`config.mk`:
```
export PLATFORM = sky130hd
export DESIGN_NAME = mem_access_ctrl_flat
export DESIGN_NICKNAME = d
export VERILOG_FILES = /design/src/rtl/mem_access_ctrl_if.sv /design/src/rtl/mem_access_ctrl.sv /design/src/flat_wrapper.sv
export SDC_FILE = /design/constraint.sdc
export NUM_CORES = 1
export LEC_CHECK = 0
export ABC_AREA = 1
export CAP_MARGIN = 20
export CORE_UTILIZATION = 37
export DETAILED_ROUTE_END_ITERATION = 6
export PLACE_DENSITY = 0.77
export SLEW_MARGIN = 0
export SYNTH_ARGS = -nofsm -noshare
export SYNTH_HDL_FRONTEND = slang
export SYNTH_SLANG_ARGS = --single-unit
```
`constraint.sdc`:
```
create_clock -name clk -period 1.2 [get_ports clk]
set_input_delay 0.3 -clock clk [delete_from_list [all_inputs] [get_ports clk]]
set_output_delay 0.3 -clock clk [all_outputs]
set_load 0.03 [all_outputs]
```
`src/rtl/mem_access_ctrl_if.sv`:
```
// rtl/mem_access_ctrl_if.sv - core request/response and RAM port bundle for mem_access_ctrl
interface mem_access_ctrl_if #(
  parameter int AW = 16,
  parameter int DW = 16
);
  logic          req;
  logic          ready;
  logic          we_req;
  logic [AW-1:0] addr;
  logic [DW-1:0] wdata;
  logic [DW-1:0] rdata;
  logic          done;
  logic          err;
  logic [AW-1:0] mem_add;
  logic [DW-1:0] mem_datain;
  logic          mem_en;
  logic [DW-1:0] mem_dataout;

  modport master (
    output req, we_req, addr, wdata, mem_dataout,
    input  ready, rdata, done, err, mem_add, mem_datain, mem_en
  );

  modport slave (
    input  req, we_req, addr, wdata, mem_dataout,
    output ready, rdata, done, err, mem_add, mem_datain, mem_en
  );
endinterface

```
`src/rtl/mem_access_ctrl.sv`:
```
// rtl/mem_access_ctrl.sv - single-request load/store sequencer with range check in front of a RAM
module mem_access_ctrl #(
  parameter int AW    = 16,
  parameter int DW    = 16,
  parameter int DEPTH = 256
) (
  input  logic clk,
  input  logic rstn,
  mem_access_ctrl_if.slave bus
);

  typedef enum logic [2:0] {
    S_IDLE,
    S_WR,
    S_RD,
    S_ERR,
    S_RESP
  } state_t;

  // One extra bit so DEPTH == 2**AW is still representable.
  localparam logic [AW:0] DEPTH_W = (AW+1)'(DEPTH);

  state_t        state;
  state_t        state_nxt;
  logic [AW-1:0] addr_q;
  logic [DW-1:0] wdata_q;
  logic [DW-1:0] rdata_q;
  logic          we_q;
  logic          err_q;
  logic          oor;
  logic          ready_c;
  logic          done_c;
  logic          err_c;
  logic          mem_en_c;

  assign oor = ({1'b0, bus.addr} >= DEPTH_W);

  always_ff @(posedge clk) begin
    if (!rstn) begin
      state <= S_IDLE;
    end else begin
      state <= state_nxt;
    end
  end

  always_ff @(posedge clk) begin
    if (!rstn) begin
      addr_q  <= '0;
      wdata_q <= '0;
      we_q    <= 1'b0;
      rdata_q <= '0;
      err_q   <= 1'b0;
    end else begin
      if (state == S_IDLE && bus.req) begin
        addr_q  <= bus.addr;
        wdata_q <= bus.wdata;
        we_q    <= bus.we_req;
      end
      if (state == S_RD) begin
        rdata_q <= bus.mem_dataout;
      end
      if (state == S_ERR) begin
        err_q <= 1'b1;
      end else if (state == S_RESP) begin
        err_q <= 1'b0;
      end
    end
  end

  always_comb begin
    state_nxt = state;
    case (state)
      S_IDLE: begin
        if (bus.req) begin
          if (oor) begin
            state_nxt = S_ERR;
          end else if (bus.we_req) begin
            state_nxt = S_WR;
          end else begin
            state_nxt = S_RD;
          end
        end
      end
      S_WR:    state_nxt = S_RESP;
      S_RD:    state_nxt = S_RESP;
      S_ERR:   state_nxt = S_RESP;
      S_RESP:  state_nxt = S_IDLE;
      default: state_nxt = S_IDLE;
    endcase
  end

  // rstn gates the write strobe directly so a reset landing on WR drops the write.
  always_comb begin
    ready_c  = 1'b0;
    done_c   = 1'b0;
    err_c    = 1'b0;
    mem_en_c = 1'b0;
    case (state)
      S_IDLE: ready_c = 1'b1;
      S_WR:   mem_en_c = rstn & we_q;
      S_RESP: begin
        done_c = 1'b1;
        err_c  = err_q;
      end
      default: ;
    endcase
  end

  assign bus.ready      = ready_c;
  assign bus.done       = done_c;
  assign bus.err        = err_c;
  assign bus.mem_en     = mem_en_c;
  assign bus.mem_add    = addr_q;
  assign bus.mem_datain = wdata_q;
  assign bus.rdata      = rdata_q;

endmodule

```
`src/flat_wrapper.sv`:
```
// flat-port wrapper written by rule: the top's interface ports become plain ports
module mem_access_ctrl_flat 
#(
  parameter int AW    = 16,
  parameter int DW    = 16,
  parameter int DEPTH = 256
)
  (clk, rstn, bus_req, bus_we_req, bus_addr, bus_wdata, bus_mem_dataout, bus_ready, bus_rdata, bus_done, bus_err, bus_mem_add, bus_mem_datain, bus_mem_en);
  mem_access_ctrl_if #(.AW(AW), .DW(DW)) bus_i ();
  input  logic clk;
  input  logic rstn;
  input wire logic [$bits(bus_i.req)-1:0] bus_req;
  input wire logic [$bits(bus_i.we_req)-1:0] bus_we_req;
  input wire logic [$bits(bus_i.addr)-1:0] bus_addr;
  input wire logic [$bits(bus_i.wdata)-1:0] bus_wdata;
  input wire logic [$bits(bus_i.mem_dataout)-1:0] bus_mem_dataout;
  output wire logic [$bits(bus_i.ready)-1:0] bus_ready;
  output wire logic [$bits(bus_i.rdata)-1:0] bus_rdata;
  output wire logic [$bits(bus_i.done)-1:0] bus_done;
  output wire logic [$bits(bus_i.err)-1:0] bus_err;
  output wire logic [$bits(bus_i.mem_add)-1:0] bus_mem_add;
  output wire logic [$bits(bus_i.mem_datain)-1:0] bus_mem_datain;
  output wire logic [$bits(bus_i.mem_en)-1:0] bus_mem_en;
  assign bus_i.req = bus_req;
  assign bus_i.we_req = bus_we_req;
  assign bus_i.addr = bus_addr;
  assign bus_i.wdata = bus_wdata;
  assign bus_i.mem_dataout = bus_mem_dataout;
  assign bus_ready = bus_i.ready;
  assign bus_rdata = bus_i.rdata;
  assign bus_done = bus_i.done;
  assign bus_err = bus_i.err;
  assign bus_mem_add = bus_i.mem_add;
  assign bus_mem_datain = bus_i.mem_datain;
  assign bus_mem_en = bus_i.mem_en;
  mem_access_ctrl #(.AW(AW), .DW(DW), .DEPTH(DEPTH)) u_core (.clk(clk), .rstn(rstn), .bus(bus_i));
endmodule
```
# After elaboration in Yosys (flattened, before gate mapping)
# Cells that the tools add are included.
op_classes:
  n_lt_le_gt_ge: 1
  eq_ne: 5
  n_mux: 10
  bitwise_logic: 1
  reduce_logical: 4
ops:
  columns: ["cell", "count"]
  rows:
  - ["16-bit by 9-bit >= comparator with 1-bit output, second input constant", 1]
  - ["3-bit by 2-bit == test with 1-bit output, second input constant", 2]
  - ["1-bit 2-to-1 mux", 6]
  - ["3-bit 2-to-1 mux", 2]
  - ["3-bit case mux with 2 select lines", 1]
  - ["3-bit by 1-bit == test with 1-bit output, second input constant", 1]
  - ["3-bit == test, second input constant", 1]
  - ["3-bit zero test", 1]
  - ["3-bit OR reduction", 1]
  - ["2-bit 2-to-1 mux", 1]
  - ["2-bit inequality test, second input constant", 1]
  - ["2-bit nonzero test", 1]
  - ["1-bit bitwise AND", 1]
  - ["1-bit logical AND", 1]
totals:
  regBits: 53
  input_bits: 52
  output_inout_bits: 52
  wordCells: 27

# Depth between registers and ports, before layout
depth:
  depth_word: 4
  mapped_depth: 7
  depth_no_buf: 5

# Least setup slack after synthesis
# No wires, ideal clock.
synth_path:
  path_kind: "reg-to-output"
  startpoint: "register u_core.state[1]"
  endpoint: "output bus_mem_en"
  t_arrival_ns: 1.670
  required_ns: 0.900
  path_slack_ns: -0.770
  stages_incl_launch_ff: 4
  n_path_buf: 2
  path_cell_list: "dfxtp_1 buf_4 buf_2 nor4_1"
synth_via:
  elab_chain_len: 2
synth_lines:
  columns: ["element", "line", "rtl"]
  rows:
  - ["from (decl)", "mem_access_ctrl.sv:23", "state_t state;"]
  - ["from (signal assigned)", "mem_access_ctrl.sv:42", "state <= state_nxt;"]
  - ["3-bit by 1-bit == test with 1-bit output", "mem_access_ctrl.sv:98", "case (state)"]
  - ["1-bit 2-to-1 mux", "mem_access_ctrl.sv:98", null]
  - ["to (decl)", "flat_wrapper.sv:23", "output wire logic [$bits(bus_i.mem_en)-1:0] bus_mem_en;"]
# Every way passes these cells.

# Worst setup path after layout
layout_path:
  startpoint: "register u_core.state[0]"
  endpoint: "output bus_mem_en"
# The elaborated chain is that of the path after synthesis.

==> flow_summary.toml <==
[outcome]
status = "finished with violations"
violations = "setup timing"

[layout]
layout_common_cells = "nor2_1 (61), buf_4 (59), nand2_1 (55), clkdlybuf4s50_1 (50), dfxtp_1 (50)"
nets = 482
final_common_cell = "nor2_1"
drive_gt1_share_pct = 32.1
fin_area_um2 = 3760
areaGrowthSynthToFinish_pct = 72.5

[synth]
ys_types = 17
ys_ff_latch = 53
synth_cells = 312
synth_nets = 364
syn_area_per_cell_um2 = 6.98
yosys_warnings = 0
yosysTopAreaCellShare_pct = 48.7
syn_area_um2 = 2180
netlist_top_cells_area = "dfxtp_1 (49%), nand2_1 (15%), nor2_1 (12%), inv_1 (6.2%), nand4_1 (4.9%)"
synth_top_cell_by_area = "dfxtp_1"
ys_seq_area_share_pct = 48.7

[setup_path]
worstPathMaxFanout = 3
crit_path_end_kind = "output port"
crit_arrival_ns = 1.18
cp-start-kind = "register"
criticalPathCategory = "reg2out"
cp_data_required_time_ns = 0.90

[die]
die_w_um = 78.7
dieHeight_um = 78.7
design.die.area_um2 = 6200
initial_core_util_pct = 39.1
io_pins = 104
core.rowCount = 27
coreArea_um2 = 5570

[timing]
finalSetupTns_ns = -4.06
relSlewSlack_pct = 82.6
setup_ws_ns = -0.283
timing_hold_violations_final = 0
slew_viol_final = 0
setup_viol = 37
clock.fmax_ghz = 0.674
whs_ns = 0.464
tightest_slew_ns = 0.260
rsz0062_at_grt = "true"
fin_worst_skew_ns = 0.00861
fin_crit_sh_pct = 124
fin_crit_ns = 1.48

[routing]
wl_per_cell_um = 12.1
drtIter0Drc = 61
drt_pass1_iterations = 4
vias = 2331
drt-vias-per-instance = 4.63
ant_nets = 0
drc_errors = 0
wl_um = 6110

[global_routing]
antenna_found_initial = 1
grt_max_degree = 22
globalRouteOverflowTotal = 0
met1_usage_pct = 21.9
grt_pass1_wl_um = 9880
grt.busiest_layer = "met2"
grt_util_met3_pct = 6.90
grt_pass1_vias = 2239
met2_usage_pct = 36.7
grt_util_all_layers_pct = 20.1

[power_and_ir_drop]
p_per_area_nw_per_um2 = 1230
ir_worst_vdd_uv = 779
p_total_mw = 4.61
p_leak_nw = 1.73

[placed_design]
placed_area_um2 = 3240
routabilityCongestion = 0.739
io_buffers = 103
dp_hpwl_um = 3900

[clock_tree]
cts_sinks = 53
cts.hold.buffers_added = 0
cts_max_path_buffers = 2
insertion_delay_ns = 0.30
cts-buffers-inserted = 5
htree_num_levels = 2
root_buffer = "clkbuf_8"
clkTransAtPathRegs_ns = 0.09
cts_tree = "yes"

[run]
cap_violations = 0

[worst_hold_path]
hp-class = "reg2reg"
-- repair_timing --
| action | 4_1_cts | 5_1_grt |
|---|---|---|
| pin swaps | 3 | 12 |
| endpoints found under the hold margin | 0 | 0 |
| cloned | 4 | 1 |
| resized for setup | 21 | 54 |
| endpoints found under the setup margin | 45 | 38 |
| buffers inserted | 6 | 2 |
-- area by class of cell --
class,instances,area (um^2)
Clock buffer,7,86.3
Sequential cell,53,1070
Inverter,39,149
Timing Repair Buffer,129,1310
Multi-Input combinational cell,202,1050
Antenna cell,1,2.50
Tap cell,72,90.1
Fill cell,488,1820
-- through the flow --
stage / cells / worst slack, ns / utilization, %
floorplan: 312 / -0.0939 / -
global placement: 483 / -0.428 / 58.2
detailed placement: 483 / -0.451 / 58.2
CTS: 500 / -0.293 / 64.0
global route: 503 / -0.374 / 67.4
finish: 503 / -0.283 / 67.4
-- sequential cells by signal, summed over array words and instances, names as in the netlist --
name / flops
u_core.err_q: 1
u_core.bus.rdata: 16
u_core.we_q: 1
u_core.state: 3
u_core.bus.mem_add: 16
u_core.bus.mem_datain: 16
-- cells in the mapped netlist --
cell and number:
inv_2 2, a21oi_1 19, buf_2 6, buf_4 4
nand3_1 1, nor4_1 1, clkbuf_1 4, nand4_1 17
buf_6 4, nand2_1 87, clkinv_1 1, nor3_1 2
nor2_4 1, nor2_1 72, dfxtp_1 53, nand3_2 2
inv_1 36
-- critical path: stages (launching register included) --
cell and delay (ns):
dfxtp_4 0.39, inv_4 0.04, nor4_4 0.29, buf_6 0.17
-- path summary, 6_finish.rpt --
check	depth (start not counted)	end	from	slack [ns]
worst min register to register	2	u_core.bus.rdata[9]$_SDFFE_PN0P_	u_core.bus.rdata[9]$_SDFFE_PN0P_	0.46
worst max-delay path	3	bus_mem_en	u_core.state[0]$_SDFFE_PN0P_	-0.28
worst min-delay path	2	u_core.bus.rdata[9]$_SDFFE_PN0P_	u_core.bus.rdata[9]$_SDFFE_PN0P_	0.46
worst max register to register	8	u_core.bus.mem_add[6]$_SDFFE_PN0P_	u_core.state[0]$_SDFFE_PN0P_	-0.18
-- cell families (layout without fill, tap and decap cells) --
kind of cell | after synthesis | count (layout) | share of synthesized area, %
other cells | 0 | 1 | 0
compound gates | 19 | 19 | 4.37
simple gates | 183 | 183 | 34.7
flops | 53 | 53 | 48.7
buf+inv | 57 | 175 | 12.2
-- report_power, final --
part           total [mW]  switching [mW]  internal, mW
Combinational        1.60           0.849         0.748
Sequential           2.00          0.0926          1.91
Clock                1.01           0.554         0.459
Total                4.61            1.50          3.12
-- routing by layer --
metal	vias to the layer above	wire [um]
met5	-	0
met4	0	42
met3	7	527
met2	81	3070
met1	1061	2480
li1	1182	-
Power figures use the tool's default switching activity.
